===== src/rtl/mmio_regfile_if.sv =====
// Bus bundle for mmio_regfile: CPU-side strobes, address and data, plus the
// pass-through path to the external RAM that shares the address space.
interface mmio_regfile_if #(
  parameter int unsigned ADDR_WIDTH = 12
) ();
  logic                  wEn;
  logic                  rEn;
  logic [ADDR_WIDTH-1:0] addr;
  logic [31:0]           dataIn;
  logic [31:0]           dataOut;
  logic [31:0]           ramDataOut;
  logic                  ramWEn;

  modport master (
    output wEn, rEn, addr, dataIn, ramDataOut,
    input  dataOut, ramWEn
  );

  modport slave (
    input  wEn, rEn, addr, dataIn, ramDataOut,
    output dataOut, ramWEn
  );
endinterface


===== src/rtl/mmio_regfile.sv =====
// MMIO register window: debounced buttons (LEVEL/EVENT) and RW output registers.
// Define MMIO_TIMER_EN to add a free-running 32-bit TIMER after the OUT registers.
module mmio_regfile #(
  parameter int unsigned ADDR_WIDTH      = 12,
  parameter int unsigned MMIO_BASE       = 1000,
  parameter int unsigned NUM_BTN         = 2,
  parameter int unsigned NUM_OUT         = 3,
  parameter int unsigned OUT_WIDTH       = 8,
  parameter int unsigned DEBOUNCE_CYCLES = 16
) (
  input  logic                         clk,
  input  logic                         reset,
  mmio_regfile_if.slave                bus,
  input  logic [NUM_BTN-1:0]           btn,
  output logic [NUM_OUT*OUT_WIDTH-1:0] outRegs
);

`ifdef MMIO_TIMER_EN
  localparam int unsigned TimerOn = 1;
`else
  localparam int unsigned TimerOn = 0;
`endif
  localparam int unsigned   NumRegs = 2 + NUM_OUT + TimerOn;
  localparam int unsigned   CntW    = $clog2(DEBOUNCE_CYCLES + 1);
  localparam logic [CntW-1:0] CntLast = CntW'(DEBOUNCE_CYCLES - 1);

  logic [NUM_BTN-1:0]                sync1_q, sync2_q;
  logic [NUM_BTN-1:0]                level_q, level_d, level_dly_q;
  logic [NUM_BTN-1:0][CntW-1:0]      cnt_q, cnt_d;
  logic [NUM_BTN-1:0]                evt_q, evt_d, evt_clr;
  logic [NUM_OUT-1:0][OUT_WIDTH-1:0] out_q, out_d;

  logic [31:0] addr_ext, off;
  logic        in_win, hit_evt;

  assign addr_ext = 32'(bus.addr);
  assign off      = addr_ext - MMIO_BASE;
  assign in_win   = (addr_ext >= MMIO_BASE) && (off < NumRegs);
  assign hit_evt  = in_win && (off == 32'd1);

  assign bus.ramWEn = bus.wEn & ~in_win;
  assign outRegs    = out_q;

  // Debounce: the level flips on the DEBOUNCE_CYCLES-th consecutive disagreeing sample.
  always_comb begin
    level_d = level_q;
    cnt_d   = cnt_q;
    for (int i = 0; i < int'(NUM_BTN); i++) begin
      if (sync2_q[i] == level_q[i]) begin
        cnt_d[i] = '0;
      end else if (cnt_q[i] >= CntLast) begin
        level_d[i] = ~level_q[i];
        cnt_d[i]   = '0;
      end else begin
        cnt_d[i] = cnt_q[i] + 1'b1;
      end
    end
  end

  // Set wins over clear so a press coinciding with a clear is not lost.
  always_comb begin
    evt_clr = '0;
    if (bus.rEn && hit_evt) evt_clr = '1;
    if (bus.wEn && hit_evt) evt_clr = evt_clr | bus.dataIn[NUM_BTN-1:0];
    evt_d = (evt_q & ~evt_clr) | (level_q & ~level_dly_q);
  end

  always_comb begin
    out_d = out_q;
    for (int k = 0; k < int'(NUM_OUT); k++) begin
      if (bus.wEn && in_win && (off == 32'(2 + k))) out_d[k] = bus.dataIn[OUT_WIDTH-1:0];
    end
  end

`ifdef MMIO_TIMER_EN
  logic [31:0] timer_q, timer_d;

  always_comb begin
    timer_d = timer_q + 32'd1;
    if (bus.wEn && in_win && (off == 32'(2 + NUM_OUT))) timer_d = bus.dataIn;
  end

  always_ff @(posedge clk or posedge reset) begin
    if (reset) timer_q <= '0;
    else       timer_q <= timer_d;
  end
`endif

  always_comb begin
    bus.dataOut = '0;
    if (!in_win) begin
      bus.dataOut = bus.ramDataOut;
    end else if (off == 32'd0) begin
      bus.dataOut = 32'(level_q);
    end else if (off == 32'd1) begin
      bus.dataOut = 32'(evt_q);
    end else begin
      for (int k = 0; k < int'(NUM_OUT); k++) begin
        if (off == 32'(2 + k)) bus.dataOut = 32'(out_q[k]);
      end
`ifdef MMIO_TIMER_EN
      if (off == 32'(2 + NUM_OUT)) bus.dataOut = timer_q;
`endif
    end
  end

  always_ff @(posedge clk or posedge reset) begin
    if (reset) begin
      sync1_q     <= '0;
      sync2_q     <= '0;
      level_q     <= '0;
      level_dly_q <= '0;
      cnt_q       <= '0;
      evt_q       <= '0;
      out_q       <= '0;
    end else begin
      sync1_q     <= btn;
      sync2_q     <= sync1_q;
      level_q     <= level_d;
      level_dly_q <= level_q;
      cnt_q       <= cnt_d;
      evt_q       <= evt_d;
      out_q       <= out_d;
    end
  end

  logic unused_data;
  assign unused_data = ^bus.dataIn;

endmodule


===== src/flat_wrapper.sv =====
// flat-port wrapper written by rule: the top's interface ports become plain ports
module mmio_regfile_flat 
#(
  parameter int unsigned ADDR_WIDTH      = 12,
  parameter int unsigned MMIO_BASE       = 1000,
  parameter int unsigned NUM_BTN         = 2,
  parameter int unsigned NUM_OUT         = 3,
  parameter int unsigned OUT_WIDTH       = 8,
  parameter int unsigned DEBOUNCE_CYCLES = 16
)
  (clk, reset, btn, outRegs, bus_wEn, bus_rEn, bus_addr, bus_dataIn, bus_ramDataOut, bus_dataOut, bus_ramWEn);
  mmio_regfile_if #(.ADDR_WIDTH(ADDR_WIDTH)) bus_i ();
  input  logic clk;
  input  logic reset;
  input  logic [NUM_BTN-1:0] btn;
  output logic [NUM_OUT*OUT_WIDTH-1:0] outRegs;
  input wire logic [$bits(bus_i.wEn)-1:0] bus_wEn;
  input wire logic [$bits(bus_i.rEn)-1:0] bus_rEn;
  input wire logic [$bits(bus_i.addr)-1:0] bus_addr;
  input wire logic [$bits(bus_i.dataIn)-1:0] bus_dataIn;
  input wire logic [$bits(bus_i.ramDataOut)-1:0] bus_ramDataOut;
  output wire logic [$bits(bus_i.dataOut)-1:0] bus_dataOut;
  output wire logic [$bits(bus_i.ramWEn)-1:0] bus_ramWEn;
  assign bus_i.wEn = bus_wEn;
  assign bus_i.rEn = bus_rEn;
  assign bus_i.addr = bus_addr;
  assign bus_i.dataIn = bus_dataIn;
  assign bus_i.ramDataOut = bus_ramDataOut;
  assign bus_dataOut = bus_i.dataOut;
  assign bus_ramWEn = bus_i.ramWEn;
  mmio_regfile #(.ADDR_WIDTH(ADDR_WIDTH), .MMIO_BASE(MMIO_BASE), .NUM_BTN(NUM_BTN), .NUM_OUT(NUM_OUT), .OUT_WIDTH(OUT_WIDTH), .DEBOUNCE_CYCLES(DEBOUNCE_CYCLES)) u_core (.clk(clk), .reset(reset), .bus(bus_i), .btn(btn), .outRegs(outRegs));
endmodule

===== config.mk =====
export PLATFORM = sky130hd
export DESIGN_NAME = mmio_regfile_flat
export DESIGN_NICKNAME = d
export VERILOG_FILES = /design/src/rtl/mmio_regfile_if.sv /design/src/rtl/mmio_regfile.sv /design/src/flat_wrapper.sv
export SDC_FILE = /design/constraint.sdc
export NUM_CORES = 1
export LEC_CHECK = 0
export ABC_AREA = 1
export BUFFER_PORTS_ARGS = -buffer_cell sky130_fd_sc_hd__buf_2
export CAP_MARGIN = 30
export CORE_MARGIN = 4
export CORE_UTILIZATION = 48
export CTS_CLUSTER_SIZE = 24
export DETAILED_ROUTE_END_ITERATION = 8
export MAX_ROUTING_LAYER = met4
export PLACE_DENSITY = 0.88
export SETUP_SLACK_MARGIN = 0.05
export SLEW_MARGIN = 10
export SYNTH_ARGS = -nofsm -noshare
export SYNTH_HDL_FRONTEND = slang
export SYNTH_SLANG_ARGS = --single-unit

===== constraint.sdc =====
create_clock -name clk -period 3 [get_ports clk]
set_input_delay 0 -clock clk [delete_from_list [all_inputs] [get_ports clk]]
set_output_delay 0 -clock clk [all_outputs]
set_load 0.01 [all_outputs]

-- Word-level counts from Yosys, hierarchy flattened
Cells that the tools add are included.
- bits in registers: 44
- bits of input ports: 82
- word-level logic and storage cells: 59
- $lt $le $gt $ge: 4
- bitwise operators: 12
- $add $sub $neg: 3
- equality and inequality tests: 6
- muxes and demuxes: 12
- reductions and logical operators: 11
- operators by type and width (cell ; count):
    2-to-1 mux 32 bit ; 3
    == test 32 x 2 -> 1 bit (second input constant) ; 2
    == test 32 x 1 -> 1 bit (second input constant) ; 1
    == test 32 x 3 -> 1 bit (second input constant) ; 1
    logical NOT 32 bit ; 1
    less-than comparator 32 x 3 -> 1 bit (second input constant) ; 1
    2-to-1 mux 8 bit ; 3
    2-to-1 mux 5 bit ; 4
    subtractor 12 x 10 -> 13 bit (second input constant) ; 1
    greater-or-equal comparator 12 x 10 -> 1 bit (second input constant) ; 1
    adder 5 x 1 -> 5 bit (second input constant) ; 2
    greater-or-equal comparator 5 x 4 -> 1 bit (second input constant) ; 2
    logical AND 1 bit ; 8
    inverter 1 bit ; 5
    AND 2 bit ; 2
    2-to-1 mux 2 bit ; 2
    inverter 2 bit ; 2
    OR 2 bit ; 2
    AND reduction 2 bit ; 2
    == test 1 bit ; 2
    AND 1 bit ; 1

-- Logic depth before layout (Yosys ltp)
Gate-level depths: netlist (run 1).
- depth in word-level cells: 11
- mapped depth: 16

-- Worst setup path after synthesis (run 1)
OpenSTA, ideal clock, no wires.
- path type: input port to flip-flop
- from: in bus_addr[3]
- to: reg u_core.out_q (netlist bit u_core.outRegs[16])
- arrival: 1.445 ns
- path slack: 1.436 ns
- stages: 15
- data required time: 2.881 ns
- cells stage by stage: inv_2 > ha_1 > inv_1 > nand4_1 > nand2_1 > nand2_2 > nor2_4 > inv_2 > nor2_8 > nand2_8 > nor2_8 > nand2_4 > buf_6 > nand2_1 > o21ai_2
- cells in the longest elaborated chain, start to end: 5
- RTL lines (item ; RTL line ; RTL):
    from (decl) ; flat_wrapper.sv:19 ; input wire logic [$bits(bus_i.addr)-1:0] bus_addr;
    subtractor 12 x 10 -> 13 bit ; mmio_regfile.sv:37 ; assign off = addr_ext - MMIO_BASE;
    less-than comparator 32 x 3 -> 1 bit ; mmio_regfile.sv:38 ; assign in_win = (addr_ext >= MMIO_BASE) && (off < NumRegs);
    logical AND 1 bit ; mmio_regfile.sv:38 ;
    logical AND 1 bit ; mmio_regfile.sv:71 ; if (bus.wEn && in_win && (off == 32'(2 + k))) out_d[k] = bus.dataIn[OUT_WIDTH-1:0];
    logical AND 1 bit * ; mmio_regfile.sv:71 ;
    to (signal assigned) ; mmio_regfile.sv:123 ; out_q <= out_d;
    to (decl) ; mmio_regfile.sv:31 ; logic [NUM_OUT-1:0][OUT_WIDTH-1:0] out_q, out_d;
Every way passes the cells marked *; elsewhere a longest branch is shown, timed or not.
A chain may end at the register's enable or synchronous reset.

-- Worst setup path in the final report (run 1)
- from: in bus_addr[3]
- to: out bus_dataOut[6]
- cells in the longest elaborated chain, start to end: 8
- RTL lines (item ; RTL line ; RTL):
    subtractor 12 x 10 -> 13 bit ; mmio_regfile.sv:37 ;
    == test 32 x 2 -> 1 bit ; mmio_regfile.sv:99 ; if (off == 32'(2 + k)) bus.dataOut = 32'(out_q[k]);
    2-to-1 mux 8 bit (3 in a row) ; mmio_regfile.sv:99 ;
    2-to-1 mux 32 bit ; mmio_regfile.sv:95 ; end else if (off == 32'd1) begin
    2-to-1 mux 32 bit ; mmio_regfile.sv:93 ; end else if (off == 32'd0) begin
    2-to-1 mux 32 bit * ; mmio_regfile.sv:91 ; if (!in_win) begin
    to (decl) ; flat_wrapper.sv:22 ; output wire logic [$bits(bus_i.dataOut)-1:0] bus_dataOut;
Marked as above.

==> results of run 1 <==
## state kept, by name, indices dropped and copies added (netlist names)
signal / cells
u_core.evt_q: 2
u_core.level_q: 2
u_core.level_dly_q: 2
u_core.sync2_q: 2
u_core.cnt_q: 10
u_core.sync1_q: 2
u_core.outRegs: 24
## area by class of cell
type                       count  area share [%]
timing repair buffer         125            20.3
sequential                    44            32.9
multi-input combinational    224            34.8
clock buffer                   8            2.70
inverter                      59            6.63
tap                           70            2.62
## cells by family after synthesis
kind of cell               share of synthesized area [%]
and+or+nand+nor                                     33.3
AOI/OAI and AO/OA                                   8.84
buffers and inverters                               11.1
DFF                                                 43.2
adders and majority gates                           2.45
xor gates and xnor gates                            1.03
## metrics by stage
| stage | power (uW) | cells | hold WS (ns) |
|---|---|---|---|
| after floorplan | 710 | 334 | 0.0314 |
| final | 1150 | 530 | 0.0143 |
| after global routing | 1210 | 530 | 0.00938 |
| after global placement | 782 | 514 | 0.110 |
| after CTS | 1170 | 530 | 0.00429 |
| after detailed placement | 791 | 515 | 0.109 |
## synthesized netlist by cell type (all sizes together)
cell type and instances:
nor4b 1, nand3 14, dfrtp 44, nand2 93
nor2 49, o21ai 33, ha 5, nor3 9
clkinv 1, inv 58, xnor2 3, nand4 8
nor3b 2, a211oi 2, nand3b 1, buf 7
a21boi 2, or2 2
## worst paths after layout
kind                       cells after the start               endpoint               from
max                                           17         bus_dataOut[6]        bus_addr[3]
min                                            3      u_core.outRegs[6]      bus_dataIn[6]
max reg2reg                                    7        u_core.cnt_q[7]    u_core.cnt_q[5]
min reg2reg                                    0      u_core.sync2_q[0]  u_core.sync1_q[0]
max in group asynchronous                      4        u_core.cnt_q[2]              reset
min in group asynchronous                      3  u_core.level_dly_q[1]              reset
## worst max-delay path, delay by kind of cell
| family | cells | cell delay [ns] |
|---|---|---|
| adder cells (fa/ha/maj) | 1 | 0.20 |
| AND/OR/NAND/NOR | 10 | 1.13 |
| buffers and inverters | 6 | 0.71 |
## power groups by stage
| stage | logic (uW) | registers [uW] | clock network (uW) |
|---|---|---|---|
| after global routing | 200 | 609 | 402 |
| after detailed placement | 171 | 620 | 0 |
| after floorplan | 91.5 | 619 | 0 |
| final | 177 | 609 | 369 |
| after global placement | 163 | 619 | 0 |
| after CTS | 179 | 608 | 379 |
## routing by layer
layer  vias to the layer above  wire (um)  part of all wire (%)  global-route usage (%)
met3                        12        509                   7.9                    3.10
met5                         -          0                     0                       -
met2                        97       3210                    50                    33.4
met4                         0        136                   2.1                    7.60
met1                      1136       2560                    40                    24.2
li1                       1290          -                     -                       -
==> run metrics, run 1 <==
VDD IR max 299 uV; CTS tree built; leak pwr a little under 0.002 uW; part of the power in registers 52.7%; DP Worst Slack 0.898 ns; RSZ-0062 raised after global routing false; largest fanout on the critical path 7; relative slew slack a little over half; Crit Path Category in2out; WP data required approximately 3.0 ns; Num CTS Buffers 5; # nets final 546; Max Buffers Root-to-Sink 2; post_cts resized 0; switching share of total power 24.7%; area of the multi-input gates 0.00116 mm^2; crit-path most repeated cell nand2_1; Die Area 0.00654 mm^2; clock share of power 32.0%; Final period util 68.3%; Crit-path slowest cell nor3_4; post-synth top area share 43.2%; Post-DP Area 0.00318 mm^2; worst-skew pair later-pin latency 0.29 ns; # diodes 0; GPL Wtd Cong 0.889; CTS Hold Buffers Added 7; Core ar. 0.00514 mm^2; setup bufs post-CTS 0; fmax approximately 490 MHz; Fin. Hold Viols 0; first drt pass iteration count 4; global-route wire length before repair 9940 um; Die Y 80.9 um; P_sw 285 uW; largest net degree at the start of global routing 30; Clock Skew roughly 0.0027 ns; maximum capacitance violations 0; initial antenna violation count 0; reg-to-reg setup timing slack 1.35 ns; Post-Route WL 6420 um; leading area contributor after synthesis dfrtp_1; Setup TNS Final 0 ns; Routed WL per cell 12.1 um; Worst setup EP type primary output; Post-Route Utilization 65.0%; Post-Syn Nets between 400 and 500; drt drc 0; Worst Tran Pin Value 0.714 ns; Top Ports 139; status finished, final reports clean; Synth cell types 31; Initial Util 49.6%; die width roughly 81 um; flops & latches, synth 44; Clock Tree Root clkbuf_8; routed vias/inst 4.78; layout cells sized above 1 approximately 33%; Post-Syn Instances 334; clock sinks 44; Detail Route Antenna Nets 0; Clock transition at path regs 0.08 ns; Initial DRC Count 164; area of the mapped netlist ~0.0025 mm^2; Comb power frac 15.3%; fill cell count 425; Finished Cell Area 0.00334 mm^2; overall routing resource usage 19.9%; Area contributors post-synth dfrtp_1 43%, nand2_1 13%, inv_1 7.7%, nor2_1 6.5%, o21ai_1 4.1%; Setup WS post-layout 0.951 ns; Vias 2,535; cells along the critical path buf_2 -> inv_2 -> ha_1 -> inv_1 -> nand2_1 -> nand2_1 -> nor2_1 -> nor2_1 -> nor2_2 -> buf_4 -> inv_1 -> nor3_4 -> nand2_1 -> nand3_1 -> nand2_1 -> nand2_1 -> buf_2; CP Data Arrival Time 2.05 ns; H-tree Lvls 2; row count 26; sequential cell area 0.00110 mm^2; # setup viols final 0; post-detail-place hpwl just under 5000 um; total grt overflow 0; Mapped Avg Cell Area approximately 7.6 um^2; pwr/cell area 346 mW/mm^2; Crit path largest cell delay 0.36 ns; CP startpoint kind input port; minimum clock period between 2 and 2.5 ns; Port Buffer Count 114; Int Pwr around 870 uW; Synth-to-Final Area Change 31.1%; sequential area share after synthesis 43.2%; most frequent cells in the layout 114 x buf_2, 86 x nand2_1, 52 x inv_1; Hold WC Path Type in2reg; total of warnings raised by yosys 0; leading cell type in the layout, fill and taps excluded buf_2; final max-slew violation count 0; vias in the first global route 2,237
Note: power is estimated with default switching activity, not from simulation.
==> run 2, diff against run 1 <==
--- a/config.mk
+++ b/config.mk
@@ -9,11 +9,11 @@
 export BUFFER_PORTS_ARGS = -buffer_cell sky130_fd_sc_hd__buf_2
 export CAP_MARGIN = 30
 export CORE_MARGIN = 4
-export CORE_UTILIZATION = 48
+export CORE_UTILIZATION = 41
 export CTS_CLUSTER_SIZE = 24
 export DETAILED_ROUTE_END_ITERATION = 8
 export MAX_ROUTING_LAYER = met4
-export PLACE_DENSITY = 0.88
+export PLACE_DENSITY = 0.8
 export SETUP_SLACK_MARGIN = 0.05
 export SLEW_MARGIN = 10
 export SYNTH_ARGS = -nofsm -noshare
==> constraint.sdc (replaced) <==
create_clock -name clk -period 1.6 [get_ports clk]
set_input_delay 0 -clock clk [delete_from_list [all_inputs] [get_ports clk]]
set_output_delay 0 -clock clk [all_outputs]
set_load 0.01 [all_outputs]
==> run 2 against run 1 <==
- the run now ends with hold timing left
- worst setup slack lost 0.88 ns
- critical path depth decreased by 3
- global-route usage is 1.3 points lower
- non-clock buffer count increased by 19
- final cell count is 4.5% higher
- largest cell class unchanged
- critical path type unchanged
- die area is 15% higher
- critical endpoint is now bus_dataOut[0]
==> run metrics, run 2 (synthesis gave the netlist of run 1 again) <==
# diodes 0; die width 86.8 um; Largest register FFs 24; Initial Util 42.5%; fmax 652 MHz; CTS tree built; # setup viols final 0; Routed WL per cell 12.5 um; H-tree Lvls 2; clock sinks between 40 and 50; Die Y 86.8 um; CP Data Arrival Time 1.53 ns; global-route wire length before repair 11,000 um; critical path's top delay family simple AND/OR/NAND/NOR gates; Fin. Hold Viols 1; Clock transition at path regs 0.08 ns; worst r2r src u_core.cnt_q[5]; Top Ports roughly 140; VDD IR max 622 uV; Synth-to-Final Area Change 47.9%; initial antenna violation count 0; Crit Path Category in2out; Port Buffer Count ~110; worst-skew pair later-pin latency 0.29 ns; status complete, but fails checks; pwr/cell area 631 mW/mm^2; cells along the critical path buf_8 -> clkinv_4 -> ha_4 -> o21ai_2 -> nor2_2 -> nand2_2 -> nor2_4 -> inv_4 -> nor3_1 -> nand2_1 -> nand3_1 -> nand2_1 -> nand2_1 -> buf_2; Post-Route WL around 6900 um; Worst Setup SP bus_addr[4]; first drt pass iteration count 4; Crit path largest cell delay roughly 0.27 ns; maximum capacitance violations 0; Detail Route Antenna Nets 0; routed vias/inst 4.71; Die Area roughly 0.0075 mm^2; post-detail-place hpwl 5240 um; worst min-delay path startpoint bus_dataIn[5]; Hold WC Path Type in2reg; GPL Wtd Cong 0.907; Crit-path slowest cell nor3_1; Vias 2,608; drt drc 0; worst-case hold slack -0.0000544 ns; leak pwr 0.00211 uW; Worst Tran Pin Value 0.604 ns; vias in the first global route 2,539; WP buf/inv 4; relative slew slack between 50% and 60%; overall routing resource usage between 10% and 20%; Num CTS Buffers 5; Max Buffers Root-to-Sink 2; Final period util 95.8%; Clock Skew 0.00420 ns; leading cell type in the layout, fill and taps excluded buf_2; RSZ-0062 raised after global routing true; Initial DRC Count 92; total grt overflow 0; Clock Tree Root clkbuf_8; largest fanout on the critical path 3; row count 28; largest net degree at the start of global routing 45; WP data required between 1.5 and 2 ns; failing checks hold timing; crit-path most repeated cell nand2_1; # nets final 565; Core ar. roughly 0.006 mm^2; Worst setup EP type primary output; CP startpoint kind input port; Final Power 2380 uW; layout cells sized above 1 roughly 44%; final max-slew violation count 0; most frequent cells in the layout 111 x buf_2, 73 x nand2_1, 50 x inv_1; minimum clock period 1.53 ns
## run 2: cell types whose count changed in the layout (fill, tap and decap cells not counted), sizes merged
cell         before  now
clkinv            1    3
inv              58   57
bufinv            0    1
clkbuf            8    6
clkinvlp          0    1
buf             118  137
dlygate4sd3       7    6
## run 2: area by class of cell
type                    instances  area (um^2)
fillers                       512         2220
multi-input cells             224         1310
flip-flops and latches         44         1100
repair buffers                144          890
inverters                      59          256
well taps                      75         93.8
clock buffers                   5         68.8
clock inverters                 3         46.3
## run 2: metrics by stage
| step | setup TNS (ns) | worst slack, ns | cell area [um^2] | utilization [%] | instances |
|---|---|---|---|---|---|
| after CTS | 0 | 0.0444 | 3580 | 59.8 | 551 |
| after detailed placement | -4.25 | -0.203 | 3380 | 56.4 | 537 |
| final | 0 | 0.0673 | 3770 | 62.9 | 554 |
| after global routing | -0.0254 | -0.0138 | 3770 | 62.9 | 554 |
| after floorplan | 0 | 0.0421 | 2590 | - | 334 |
| after global placement | -3.19 | -0.173 | 3380 | 56.4 | 537 |
## run 2: what timing repair did
action	CTS	global route
endpoints found under the hold margin	50	0
buffers inserted	0	3
cloned	0	0
pin swaps	3	9
endpoints found under the setup margin	24	41
hold buffers	6	0
gates resized for setup	8	46
## run 2: where the power goes
part	total (uW)	internal (uW)	switching, uW
clock network	863	470	393
logic	375	174	201
registers	1140	1130	11.3
## run 2: worst reg2reg max path: cells and delay by family (launching register included)
kind / cells / cell delay, ns
AND/OR/NAND/NOR: 4 / 0.31
AO/OA/AOI/OAI: 2 / 0.16
buffers and inverters: 1 / 0.14
flip-flops: 1 / 0.41
adder cells (fa/ha/maj): 2 / 0.35
## run 2: path summary, 6_finish.rpt
path	to	slack (ns)	cells past startpoint
worst max-delay path	bus_dataOut[0]	0.07	14
worst min-delay path	u_core.outRegs[5]	-0.00005	3
worst max register to register	u_core.level_q[1]	0.15	9
worst min register to register	u_core.sync2_q[1]	0.36	0
max in group asynchronous	u_core.cnt_q[2]	0.86	4
min in group asynchronous	u_core.outRegs[5]	0.38	4
## run 2: per-layer routing
metal | share of wire (%) | GRT usage [%]
met5 | 0 | -
met4 | 1.8 | 5.38
met3 | 7.5 | 2.28
met2 | 49 | 32.4
met1 | 42 | 22.4
==> run 3, diff against run 2 <==
--- a/config.mk
+++ b/config.mk
@@ -9,11 +9,11 @@
 export BUFFER_PORTS_ARGS = -buffer_cell sky130_fd_sc_hd__buf_2
 export CAP_MARGIN = 30
 export CORE_MARGIN = 4
-export CORE_UTILIZATION = 41
+export CORE_UTILIZATION = 40
 export CTS_CLUSTER_SIZE = 24
 export DETAILED_ROUTE_END_ITERATION = 8
 export MAX_ROUTING_LAYER = met4
-export PLACE_DENSITY = 0.8
+export PLACE_DENSITY_LB_ADDON = 0.1
 export SETUP_SLACK_MARGIN = 0.05
 export SLEW_MARGIN = 10
 export SYNTH_ARGS = -nofsm -noshare
==> run 3 against run 2 <==
- the run now ends clean
- critical path type unchanged
- core utilization is 0.50 points lower
- final area up 0.37%
- critical endpoint is now bus_dataOut[6]
- largest power group unchanged
- critical path depth up 3
- non-clock buffer count is 5 higher
- clock power down 5.6%
- highest routed layer unchanged
- register-to-register slack about the same
- total power down 2.0%
- combinational power hardly changed
==> run metrics, run 3 (synthesis gave the netlist of run 1 again) <==
met2 WL around 3500 um; # setup viols final 0; Routed WL per cell 12.7 um; WP data required 1.60 ns; H-tree Lvls 2; Initial Util 42.1%; Synth-to-Final Area Change 48.4%; Die Y 87.8 um; overall routing resource usage around a fifth; RSZ-0062 raised after global routing true; r2r worst-path depth 8; Critical Path End bus_dataOut[6]; drt drc 0; Setup WS post-layout 0.0717 ns; worst min-delay path startpoint bus_dataIn[2]; VDD IR max around 670 uV; Vias 2,612; Worst Tran Pin Value 0.498 ns; die width 87.8 um; GPL Wtd Cong 0.871; Die Area 0.00771 mm^2; Clock Tree Root clkbuf_8; routed vias/inst about 4.7; global-route wire length before repair 10,900 um; initial antenna violation count 0; final max-slew violation count 0; Clock transition at path regs about 0.080 ns; largest fanout on the critical path 6; # diodes 0; Post-Route Utilization 62.4%; Final period util 95.5%; Core ar. approximately 0.0061 mm^2; Setup TNS Final 0 ns; Detail Route Antenna Nets 0; Finished Cell Area 0.00378 mm^2; leading cell type in the layout, fill and taps excluded buf_2; layout cells sized above 1 43.4%; Clock Skew 0.000986 ns; post-detail-place hpwl 5580 um; Final Power 2330 uW; top layer in use met4; minimum clock period 1.53 ns; Port Buffer Count 114; most frequent cells in the layout 111 x buf_2, 71 x nand2_1, 50 x inv_1; reg2reg end u_core.cnt_q[8]; M1 WL 2800 um; status finished, final reports clean; # nets final 570; largest net degree at the start of global routing 29; reg-to-reg setup timing slack 0.16 ns; Initial DRC Count about 120; vias in the first global route about 2,400; Top Ports 139; DP Worst Slack -0.174 ns; Post-Route WL 7100 um; Worst setup EP type primary output; fmax ~650 MHz; Hold WC Path Type in2reg; relative slew slack 66.6%; Num CTS Buffers 5; leak pwr 0.00215 uW; worst r2r src u_core.cnt_q[5]; pwr/cell area 616 mW/mm^2; clock sinks 44; worst-skew pair later-pin latency 0.29 ns; maximum capacitance violations 0; Crit Path Category in2out; Worst Setup SP bus_addr[3]; met3 WL 668 um; CTS tree built; Max Buffers Root-to-Sink 2; CP startpoint kind input port; CP Data Arrival Time approximately 1.5 ns; Post-DP Area approximately 0.0034 mm^2; row count 28; total grt overflow 0; Largest register FFs 24; first drt pass iteration count 4; Fin. Hold Viols 0
==> run 3: changes by cell type in the layout (fill, tap and decap cells not counted), sizes merged <==
cell	delta
clkinvlp	-1
buf	+5
clkbuf	+1
==> run 3: metrics by stage <==
step / hold slack (ns) / instances
2_1_floorplan: 0.0314 / 334
3_3_place_gp: 0.0807 / 540
3_5_place_dp: 0.0826 / 540
4_1_cts: 0.000709 / 554
5_1_grt: 0.00425 / 559
6_report: 0.0109 / 559
==> run 3: area by class of cell <==
cell class	instances	area (um^2)
clock buffer	6	72.6
clock inverter	2	35.0
fill	561	2280
inverter	59	254
multi-input combinational	224	1290
sequential	44	1100
tap	75	93.8
timing repair buffer	149	937
==> run 3: worst min path at each step <==
stage	endpoint	slack, ns	depth (start not counted)
floorplan	u_core.sync1_q[0]	0.03	0
global placement	u_core.outRegs[11]	0.08	3
detailed placement	u_core.outRegs[11]	0.08	3
CTS	u_core.outRegs[19]	0.0007	3
global route	u_core.outRegs[2]	0.004	3
finish	u_core.outRegs[2]	0.01	3
==> run 3: report_power, final <==
group	internal [uW]	switching, uW	leakage [uW]	total (uW)
clock	463	352	0.0000552	815
combinational	177	199	0.00150	376
sequential	1130	11.3	0.000590	1140
==> run 3: worst max-delay path, cell delays in order <==
cell and delay (ns):
buf_12 0.11, inv_12 0.04, ha_4 0.14, inv_4 0.05, nand3_2 0.05, nand2_1 0.05
nand2_1 0.07, nand2_2 0.09, nor2_4 0.15, inv_4 0.07, nor3_4 0.20, buf_12 0.16
nand2_2 0.05, nand3_2 0.06, nand2_1 0.05, nand2_1 0.04, buf_2 0.12
==> run 3: routing by layer <==
| layer | vias to the layer above | global-route usage (%) |
|---|---|---|
| met4 | 0 | 5.16 |
| met1 | 1173 | 23.1 |
| li1 | 1330 | - |
| met5 | - | - |
| met2 | 100 | 32.1 |
| met3 | 9 | 2.82 |
==> run 3: what timing repair did <==
item                                    in CTS  in global routing
hold buffers                                 6                  0
cloned                                       0                  1
hold endpoints to repair                    32                  0
pin swaps                                    8                 14
gates resized for setup                     19                 27
endpoints found under the setup margin      32                 42
buffers inserted                             0                  4
